File: src/rtl/sync_fifo_buffer.sv
// sync_fifo_buffer: single-clock FIFO with registered read data, occupancy
// counter, status flags and one-cycle overflow/underflow pulses.
module sync_fifo_buffer #(
    parameter int DATA_WIDTH = 32,
    parameter int ADDR_WIDTH = 4,
    parameter int AF_THRESH  = (2 ** ADDR_WIDTH) - 2,
    parameter int AE_THRESH  = 2
) (
    input  logic                  clk,
    input  logic                  rst_n,
    input  logic                  fifo_clr,
    input  logic                  fifo_we,
    input  logic [DATA_WIDTH-1:0] data_in,
    input  logic                  fifo_rd,
    output logic [DATA_WIDTH-1:0] data_out,
    output logic                  data_valid,
    output logic                  fifo_full,
    output logic                  fifo_empty,
    output logic                  almost_full,
    output logic                  almost_empty,
    output logic [ADDR_WIDTH:0]   fifo_count,
    output logic                  overflow,
    output logic                  underflow
);

    localparam int DEPTH = 2 ** ADDR_WIDTH;
    localparam logic [ADDR_WIDTH:0] DEPTH_CNT = (ADDR_WIDTH + 1)'(DEPTH);
    localparam logic [ADDR_WIDTH:0] AF_CNT    = (ADDR_WIDTH + 1)'(AF_THRESH);
    localparam logic [ADDR_WIDTH:0] AE_CNT    = (ADDR_WIDTH + 1)'(AE_THRESH);
    localparam logic [ADDR_WIDTH:0] ONE       = (ADDR_WIDTH + 1)'(1);

    logic [DATA_WIDTH-1:0] mem [DEPTH];
    logic [ADDR_WIDTH:0]   wptr;
    logic [ADDR_WIDTH:0]   rptr;
    logic                  rd_ok;
    logic                  wr_ok;

    // Status flags and request acceptance, decoded from the registered count
    always_comb begin
        fifo_full    = (fifo_count == DEPTH_CNT);
        fifo_empty   = (fifo_count == '0);
        almost_full  = (fifo_count >= AF_CNT);
        almost_empty = (fifo_count <= AE_CNT);
        rd_ok        = fifo_rd && !fifo_empty;
        // A full FIFO still takes a write when a read frees the slot this cycle
        wr_ok        = fifo_we && (!fifo_full || rd_ok);
    end

    // Storage array write port; contents are deliberately not reset
    always_ff @(posedge clk) begin
        if (!fifo_clr && wr_ok) begin
            mem[wptr[ADDR_WIDTH-1:0]] <= data_in;
        end
    end

    // Pointers, occupancy, registered read data and error pulses
    always_ff @(posedge clk or negedge rst_n) begin
        if (!rst_n) begin
            wptr       <= '0;
            rptr       <= '0;
            fifo_count <= '0;
            data_out   <= '0;
            data_valid <= 1'b0;
            overflow   <= 1'b0;
            underflow  <= 1'b0;
        end else if (fifo_clr) begin
            wptr       <= '0;
            rptr       <= '0;
            fifo_count <= '0;
            data_valid <= 1'b0;
            overflow   <= 1'b0;
            underflow  <= 1'b0;
        end else begin
            if (wr_ok) begin
                wptr <= wptr + ONE;
            end
            // Read samples the array before this edge's write lands (read-before-write)
            if (rd_ok) begin
                data_out <= mem[rptr[ADDR_WIDTH-1:0]];
                rptr     <= rptr + ONE;
            end
            data_valid <= rd_ok;
            case ({wr_ok, rd_ok})
                2'b10:   fifo_count <= fifo_count + ONE;
                2'b01:   fifo_count <= fifo_count - ONE;
                default: fifo_count <= fifo_count;
            endcase
            overflow  <= fifo_we && !wr_ok;
            underflow <= fifo_rd && !rd_ok;
        end
    end

    // The wrap bits make the pointer distance equal the occupancy at all times
    assert property (@(posedge clk) disable iff (!rst_n)
        fifo_count == (wptr - rptr));

endmodule

File: config.mk
export PLATFORM = sky130hd
export DESIGN_NAME = sync_fifo_buffer
export DESIGN_NICKNAME = d
export VERILOG_FILES = /design/src/rtl/sync_fifo_buffer.sv
export SDC_FILE = /design/constraint.sdc
export NUM_CORES = 1
export LEC_CHECK = 0
export BUFFER_PORTS_ARGS = -buffer_cell sky130_fd_sc_hd__buf_4
export CAP_MARGIN = 20
export CORE_AREA = 3 3 187 189
export CTS_CLUSTER_DIAMETER = 200
export CTS_CLUSTER_SIZE = 8
export DETAILED_ROUTE_END_ITERATION = 8
export DIE_AREA = 0 0 190 192
export PLACE_DENSITY = 0.82
export SETUP_SLACK_MARGIN = 0.3
export SLEW_MARGIN = 20
export SYNTH_ARGS = -nofsm -noshare
export SYNTH_HDL_FRONTEND = slang
export SYNTH_SLANG_ARGS = --single-unit
File: constraint.sdc
create_clock -name clk -period 9.5 [get_ports clk]
set_clock_uncertainty 0.1 [all_clocks]
set_input_delay 1.9 -clock clk [delete_from_list [all_inputs] [get_ports clk]]
set_output_delay 1.9 -clock clk [all_outputs]
set_load 0.1 [all_outputs]
==> out/qor.txt, run 1 <==
Status: finished clean
Layout cells sized above 1: 29.4%
Slew @ Worst Pin: 1.04 ns
First-pass GRT wire length: 73600 um
Largest net degree at the start of global routing: 55
Nets@finish: 1162
Critical Path Start Type: flip-flop
First drt pass iteration count: 5
R2R Path End: data_out[10]$_DFFE_PN0P_
Power per cell area: 268 nW/um2
Drt drc: 0
Static Leak: 0.00811 uW
Reg2Reg Launch Point: rptr[2]$_DFFE_PN0P_
WP data arrival: 2.11 ns
Skew-Pair Late Insertion Delay: 0.59 ns
Final Util: 75.1%
Vias in the first global route: 11500
Final non-filler cell total: 1624
Simple-Gate Fraction of Synth Area: 2.02%
# setup viols final: 0
Initial Util: 64.5%
Placed cell areas: 22800 um2
Crit-path max FO: 12
Hold buffer count at cts: 0
Post-cts resize count: 0
Post-synthesis adder-cell area fraction: 0.557%
Worst Hold Class: flip-flop to flip-flop
Initial antenna violation count: 0
Drt wl/cell: 30.7 um
Peak supply drop: 0.309 mV
I/O Buffers: 80
Sequential share of the synthesized area: 76.8%
Total of max-cap violations: 0
Post-synth net total: 1028
Critical path destination: almost_empty
Final worst-path cycle share: 43.3%
Post-synthesis xor/xnor area fraction: 0.284%
R2R Setup Slk: 5.93 ns
Std-Cell Rows: 67
Highest Clock Rate: 243 MHz
Clk root buf: clkbuf_16
RSZ-0062 raised after global routing: no
Largest family of logic cells by synthesized area: multiplexers
Worst hold margin: 0.383 ns
Chip width: 190 um
H-tree lvl count: 3
RePlAce Congestion: 0.821
ANT nets after route: 0
DP Cell Count: 1481
Die height: 192 um
1st-iter DRT viols: 1362
Worst path required time: 7.50 ns
Setup bufs post-CTS: 0
Area delta synth->final: 16.5%
Final Cell Area: 25100 um2
Max Buffers Root-to-Sink: 3
Seq cells post-synth: 560
GRT Total Usage: 27.9%
Crit Path Category: flip-flop to primary output
Clock-pin slew on the worst setup and hold paths: 0.05 ns
Setup_tns: 0 ns
Rel. slew slack: 30.5%
Ys Warns: 0
Tmin final: 4.11 ns
Worst r2r path cells: 5
IO Pins: 81
Cells after Synth: 982
CTS Sinks: 560
Yosys cell types: 38
Hold Fails Final Rpt: 0
Total gr overflow: 0
Max-slew violations: 0
Mux contribution to synthesized area: 16.8%
Final wirelength: 49900 um
Crit path launch: fifo_count[4]$_DFFE_PN0P_
CORE AREA: 33400 um2
Dpl hpwl: 24200 um
Syn Area/Cell: 22.0 um2
Diode count: 0
CTS tree: yes
Filler cells: 1726
Vias: 10900
Vias/cell: 6.68
Crit. End Element: primary output
Synth Area in Compound Gates: 1.96%
Num CTS Buffers: 79
Syn Std Cell Area: 21600 um2
Die ar.: 36500 um2
placed cells by master (no fill, tap or decap), types with 2 or more instances in the layout:
master     count
a21o_1         2
a21oi_1        6
and3_1         2
buf_16         4
buf_4        100
clkbuf_1      55
clkbuf_16     80
clkinv_8       5
dfrtp_1       45
dfrtp_4        3
edfxtp_1     512
ha_1           8
inv_1          6
mux2_1         4
mux2i_1       69
mux4_2       128
nand2_1       40
nand2b_1       7
nor2_1        17
nor2_4        12
nor2b_1        3
nor3_1         3
nor3_2         3
o211ai_1       4
o221ai_1      32
xor2_1         6
worst min path at each step:
stage                            start                      end  slack (ns)  depth (start not counted)
5_1_grt        data_out[2]$_DFFE_PN0P_  data_out[2]$_DFFE_PN0P_        0.41                          2
4_1_cts        data_out[2]$_DFFE_PN0P_  data_out[2]$_DFFE_PN0P_        0.39                          2
6_report       data_out[2]$_DFFE_PN0P_  data_out[2]$_DFFE_PN0P_        0.38                          2
2_1_floorplan      wptr[1]$_DFFE_PN0P_      wptr[1]$_DFFE_PN0P_        0.45                          2
3_5_place_dp   data_out[3]$_DFFE_PN0P_  data_out[3]$_DFFE_PN0P_        0.38                          2
3_3_place_gp   data_out[4]$_DFFE_PN0P_  data_out[4]$_DFFE_PN0P_        0.37                          2
synth_stat cells:
| cell type | n | area, um2 |
|---|---|---|
| clkbuf_1 | 10 | 37.5 |
| or2_2 | 1 | 6.26 |
| a211oi_4 | 1 | 20.0 |
| a21o_1 | 2 | 15.0 |
| dfrtp_1 | 48 | 1200 |
| a21boi_2 | 1 | 11.3 |
| fa_1 | 1 | 20.0 |
| o211ai_1 | 4 | 30.0 |
| xor2_1 | 6 | 52.6 |
| buf_2 | 29 | 145 |
| edfxtp_1 | 512 | 15400 |
| mux4_2 | 128 | 2880 |
| and2_1 | 1 | 6.26 |
| ha_1 | 8 | 100 |
| nor3_1 | 7 | 35.0 |
| mux2_1 | 4 | 45.0 |
| nand2_1 | 40 | 150 |
| a31oi_1 | 1 | 6.26 |
| nor4b_1 | 1 | 8.76 |
| and3_1 | 2 | 12.5 |
| inv_1 | 6 | 22.5 |
| a21oi_1 | 6 | 30.0 |
| inv_2 | 1 | 3.75 |
| nor2_1 | 29 | 109 |
| buf_4 | 3 | 22.5 |
| nor4_4 | 1 | 21.3 |
| xnor2_1 | 1 | 8.76 |
| nand3_1 | 1 | 5.00 |
| nor2b_1 | 3 | 18.8 |
| o221ai_1 | 32 | 280 |
| or4_1 | 1 | 7.51 |
| o21ai_4 | 1 | 16.3 |
| mux2i_1 | 69 | 691 |
| nand2b_1 | 8 | 50.1 |
| buf_6 | 10 | 113 |
| or3_1 | 1 | 6.26 |
| o21ai_0 | 1 | 5.00 |
| a31o_2 | 1 | 8.76 |
flip-flops by register name (all words and copies together), names as in the netlist:
signal and flops:
rptr 4, wptr 4, fifo_count 5, underflow 1, overflow 1, data_valid 1
data_out 32, mem 512
logic make-up (layout without fill, tap and decap cells):
logic type | Yosys count | after routing
AND/OR/NAND/NOR | 96 | 96
multiplexers | 201 | 201
XOR/XNOR | 7 | 7
buffers and inverters | 59 | 253
flip-flops | 560 | 560
AO/OA/AOI/OAI | 50 | 50
adder cells (fa/ha/maj) | 9 | 9
routing by layer:
layer | track usage [%] | wire, um | share of wire (%)
met4 | 11.6 | 1660 | 3.3
met5 | 0 | 0 | 0
met1 | 37.7 | 18300 | 37
met3 | 5.51 | 4440 | 8.9
met2 | 45.8 | 25400 | 51
critical path, stage by stage (launching register included):
cell and delay [ns]:
dfrtp_1 0.49, or3_1 0.55, a21oi_1 0.18, buf_4 0.31
report_power, final:
| part | switching, uW | total, uW | leakage [uW] | internal, uW |
|---|---|---|---|---|
| Clock | 1020 | 2590 | 0.00109 | 1570 |
| Combinational | 933 | 1230 | 0.00179 | 292 |
| Sequential | 111 | 2910 | 0.00522 | 2800 |
through the flow:
| stage | setup WS, ns | total power, uW |
|---|---|---|
| after floorplan | 4.11 | 3850 |
| after global placement | 4.78 | 4130 |
| after detailed placement | 4.64 | 4160 |
| after CTS | 5.18 | 6750 |
| after global routing | 5.28 | 6910 |
| final | 5.39 | 6730 |
area by class of cell:
type                       count  area [um2]  share of cell area, %
sequential                   560       16600                   66.0
multi-input combinational    363        4780                   19.0
timing repair buffer         105         881                   3.50
clock inverter                 6        90.1                  0.358
clock buffer                 135        2210                   8.79
tap                          448         561                   2.23
inverter                       7        26.3                  0.105
Power figures use the tool's default switching activity.
==> run 2, diff against run 1 <==
Settings changed: CORE_AREA 3 3 187 189 to 3 3 203 205, DIE_AREA 0 0 190 192 to 0 0 206 208, PLACE_DENSITY 0.82 to 0.74.
Clock period 9.5 ns to 3.4 ns, I/O delays scaled along.
==> run 2 against run 1 <==
Power rose to 2.8 times the previous value. Count of clock-buffer cells in the layout rose by 3. Register-to-register slack got worse by 5.0 ns. Utilization fell by 11 points. Non-clock buffer count rose by 17. Sequential power rose to 2.8 times the previous value. Wire length fell by 7.6%. Cell count rose by 6.0%. Global-route usage fell by 5.7 points. Largest power group unchanged. Setup slack got worse by 4.8 ns.
==> out/qor.txt, run 2 (same netlist as run 1, synthesis figures left out) <==
Slew @ Worst Pin: 1.06 ns
Initial Util: 54.4%
Reg power frac: 43.1%
ANT nets after route: 0
Final wirelength: 46100 um
CP peak stage delay: 0.55 ns
H-tree lvl count: 3
Worst path required time: 2.62 ns
RePlAce Congestion: 0.785
Setup_tns: 0 ns
IO Pins: 81
Drt wl/cell: 26.8 um
Total of max-cap violations: 0
Cell chain of the critical path: or3_1, a21oi_2, buf_4
Skew-Pair Late Insertion Delay: 0.59 ns
Commonest non-fill, non-tap cells in the layout: edfxtp_1 (512), mux4_2 (128), buf_4 (108), clkbuf_16 (80), mux2i_1 (69)
Worst hold margin: 0.0867 ns
Std-Cell Rows: 73
Die ar.: 42800 um2
Reg2Reg Launch Point: rptr[2]$_DFFE_PN0P_
Commonest non-fill, non-tap cell in the layout: edfxtp_1
CTS Sinks: 560
Comb power frac: 18.4%
Crit Path Category: flip-flop to primary output
Status: finished clean
Setup bufs post-CTS: 0
Clock share of power: 38.5%
Vias/cell: 6.01
Int Pwr: 13100 uW
Clk root buf: clkbuf_16
Vias: 10300
Place WS: 0.683 ns
Layout cells sized above 1: 30.9%
Critical Path Start Type: flip-flop
Post-cts resize count: 0
Dpl hpwl: 25400 um
First-pass GRT wire length: 70600 um
Die height: 208 um
Placed cell areas: 23200 um2
CORE AREA: 39600 um2
Highest Clock Rate: 350 MHz
I/O Buffers: 80
Tmin final: 2.85 ns
Rel. slew slack: 29.1%
Crit path launch: fifo_count[4]$_DFFE_PN0P_
Worst Hold Class: input port to asynchronous set/reset pin
Max Buffers Root-to-Sink: 3
CTS tree: yes
Hold buffer count at cts: 0
Hold Fails Final Rpt: 0
Slowest stage cell on the critical path: or3_1
Num CTS Buffers: 79
Clock-pin slew on the worst setup and hold paths: 0.05 ns
Drt drc: 0
# setup viols final: 0
Vias in the first global route: 11100
Largest register FFs: 512
Area delta synth->final: 18.1%
Final Cell Area: 25500 um2
First drt pass iteration count: 5
Final worst-path cycle share: 83.9%
WP data arrival: 2.07 ns
Initial antenna violation count: 1
Peak supply drop: 0.460 mV
Switching Fraction: 30.3%
Final Util: 64.3%
Chip width: 206 um
Worst setup margin: 0.546 ns
Max-slew violations: 0
Static Leak: 0.00819 uW
GRT Total Usage: 22.3%
Total gr overflow: 0
Crit. End Element: primary output
P_sw: 5700 uW
Diode count: 0
Power per cell area: 737 nW/um2
Nets@finish: 1179
RSZ-0062 raised after global routing: no
Crit-path max FO: 12
1st-iter DRT viols: 959
Largest net degree at the start of global routing: 73
run 2: routing by layer:
metal / track usage [%] / share of wire (%) / wire [um]
met1: 30.4 / 40 / 18500
met2: 36.2 / 51 / 23300
met3: 5.02 / 6.8 / 3140
met4: 7.28 / 2.5 / 1160
met5: 0 / 0.015 / 7
run 2: critical path: cells and delay by family (launching register included):
kind / cells / cell delay, ns
buf+inv: 1 / 0.30
simple gates: 1 / 0.55
flops: 1 / 0.47
compound gates: 1 / 0.16
run 2: stage by stage:
step | power, uW | instances
3_3_place_gp | 11600 | 1577
4_1_cts | 18900 | 1721
5_1_grt | 19400 | 1721
2_1_floorplan | 10800 | 982
6_report | 18800 | 1721
3_5_place_dp | 11700 | 1577
run 2: power groups by stage:
stage,registers [uW],clock network [uW],logic (uW)
2_1_floorplan,9590,0,1160
3_3_place_gp,8210,0,3430
3_5_place_dp,8210,0,3470
4_1_cts,8090,7340,3480
5_1_grt,8120,7660,3620
6_report,8090,7230,3450
run 2: cell type report:
type                            count  area (um2)
Clock buffer                      138        2220
Inverter                            7        26.3
Timing Repair Buffer              122        1090
Clock inverter                      6        86.3
Multi-Input combinational cell    363        4800
Tap cell                          525         657
Fill cell                        2620       14200
Sequential cell                   560       16600
run 2: worst paths after layout:
check | end | slack [ns] | depth (start not counted)
max in group asynchronous | rptr[3]$_DFFE_PN0P_ | 2.52 | 1
hold / removal | fifo_count[2]$_DFFE_PN0P_ | 0.09 | 1
setup reg to reg | data_out[4]$_DFFE_PN0P_ | 0.97 | 5
min in group clk | mem[13][25]$_DFFE_PP_ | 0.30 | 1
setup / recovery | almost_empty | 0.55 | 3
hold reg to reg | data_out[31]$_DFFE_PN0P_ | 0.39 | 2
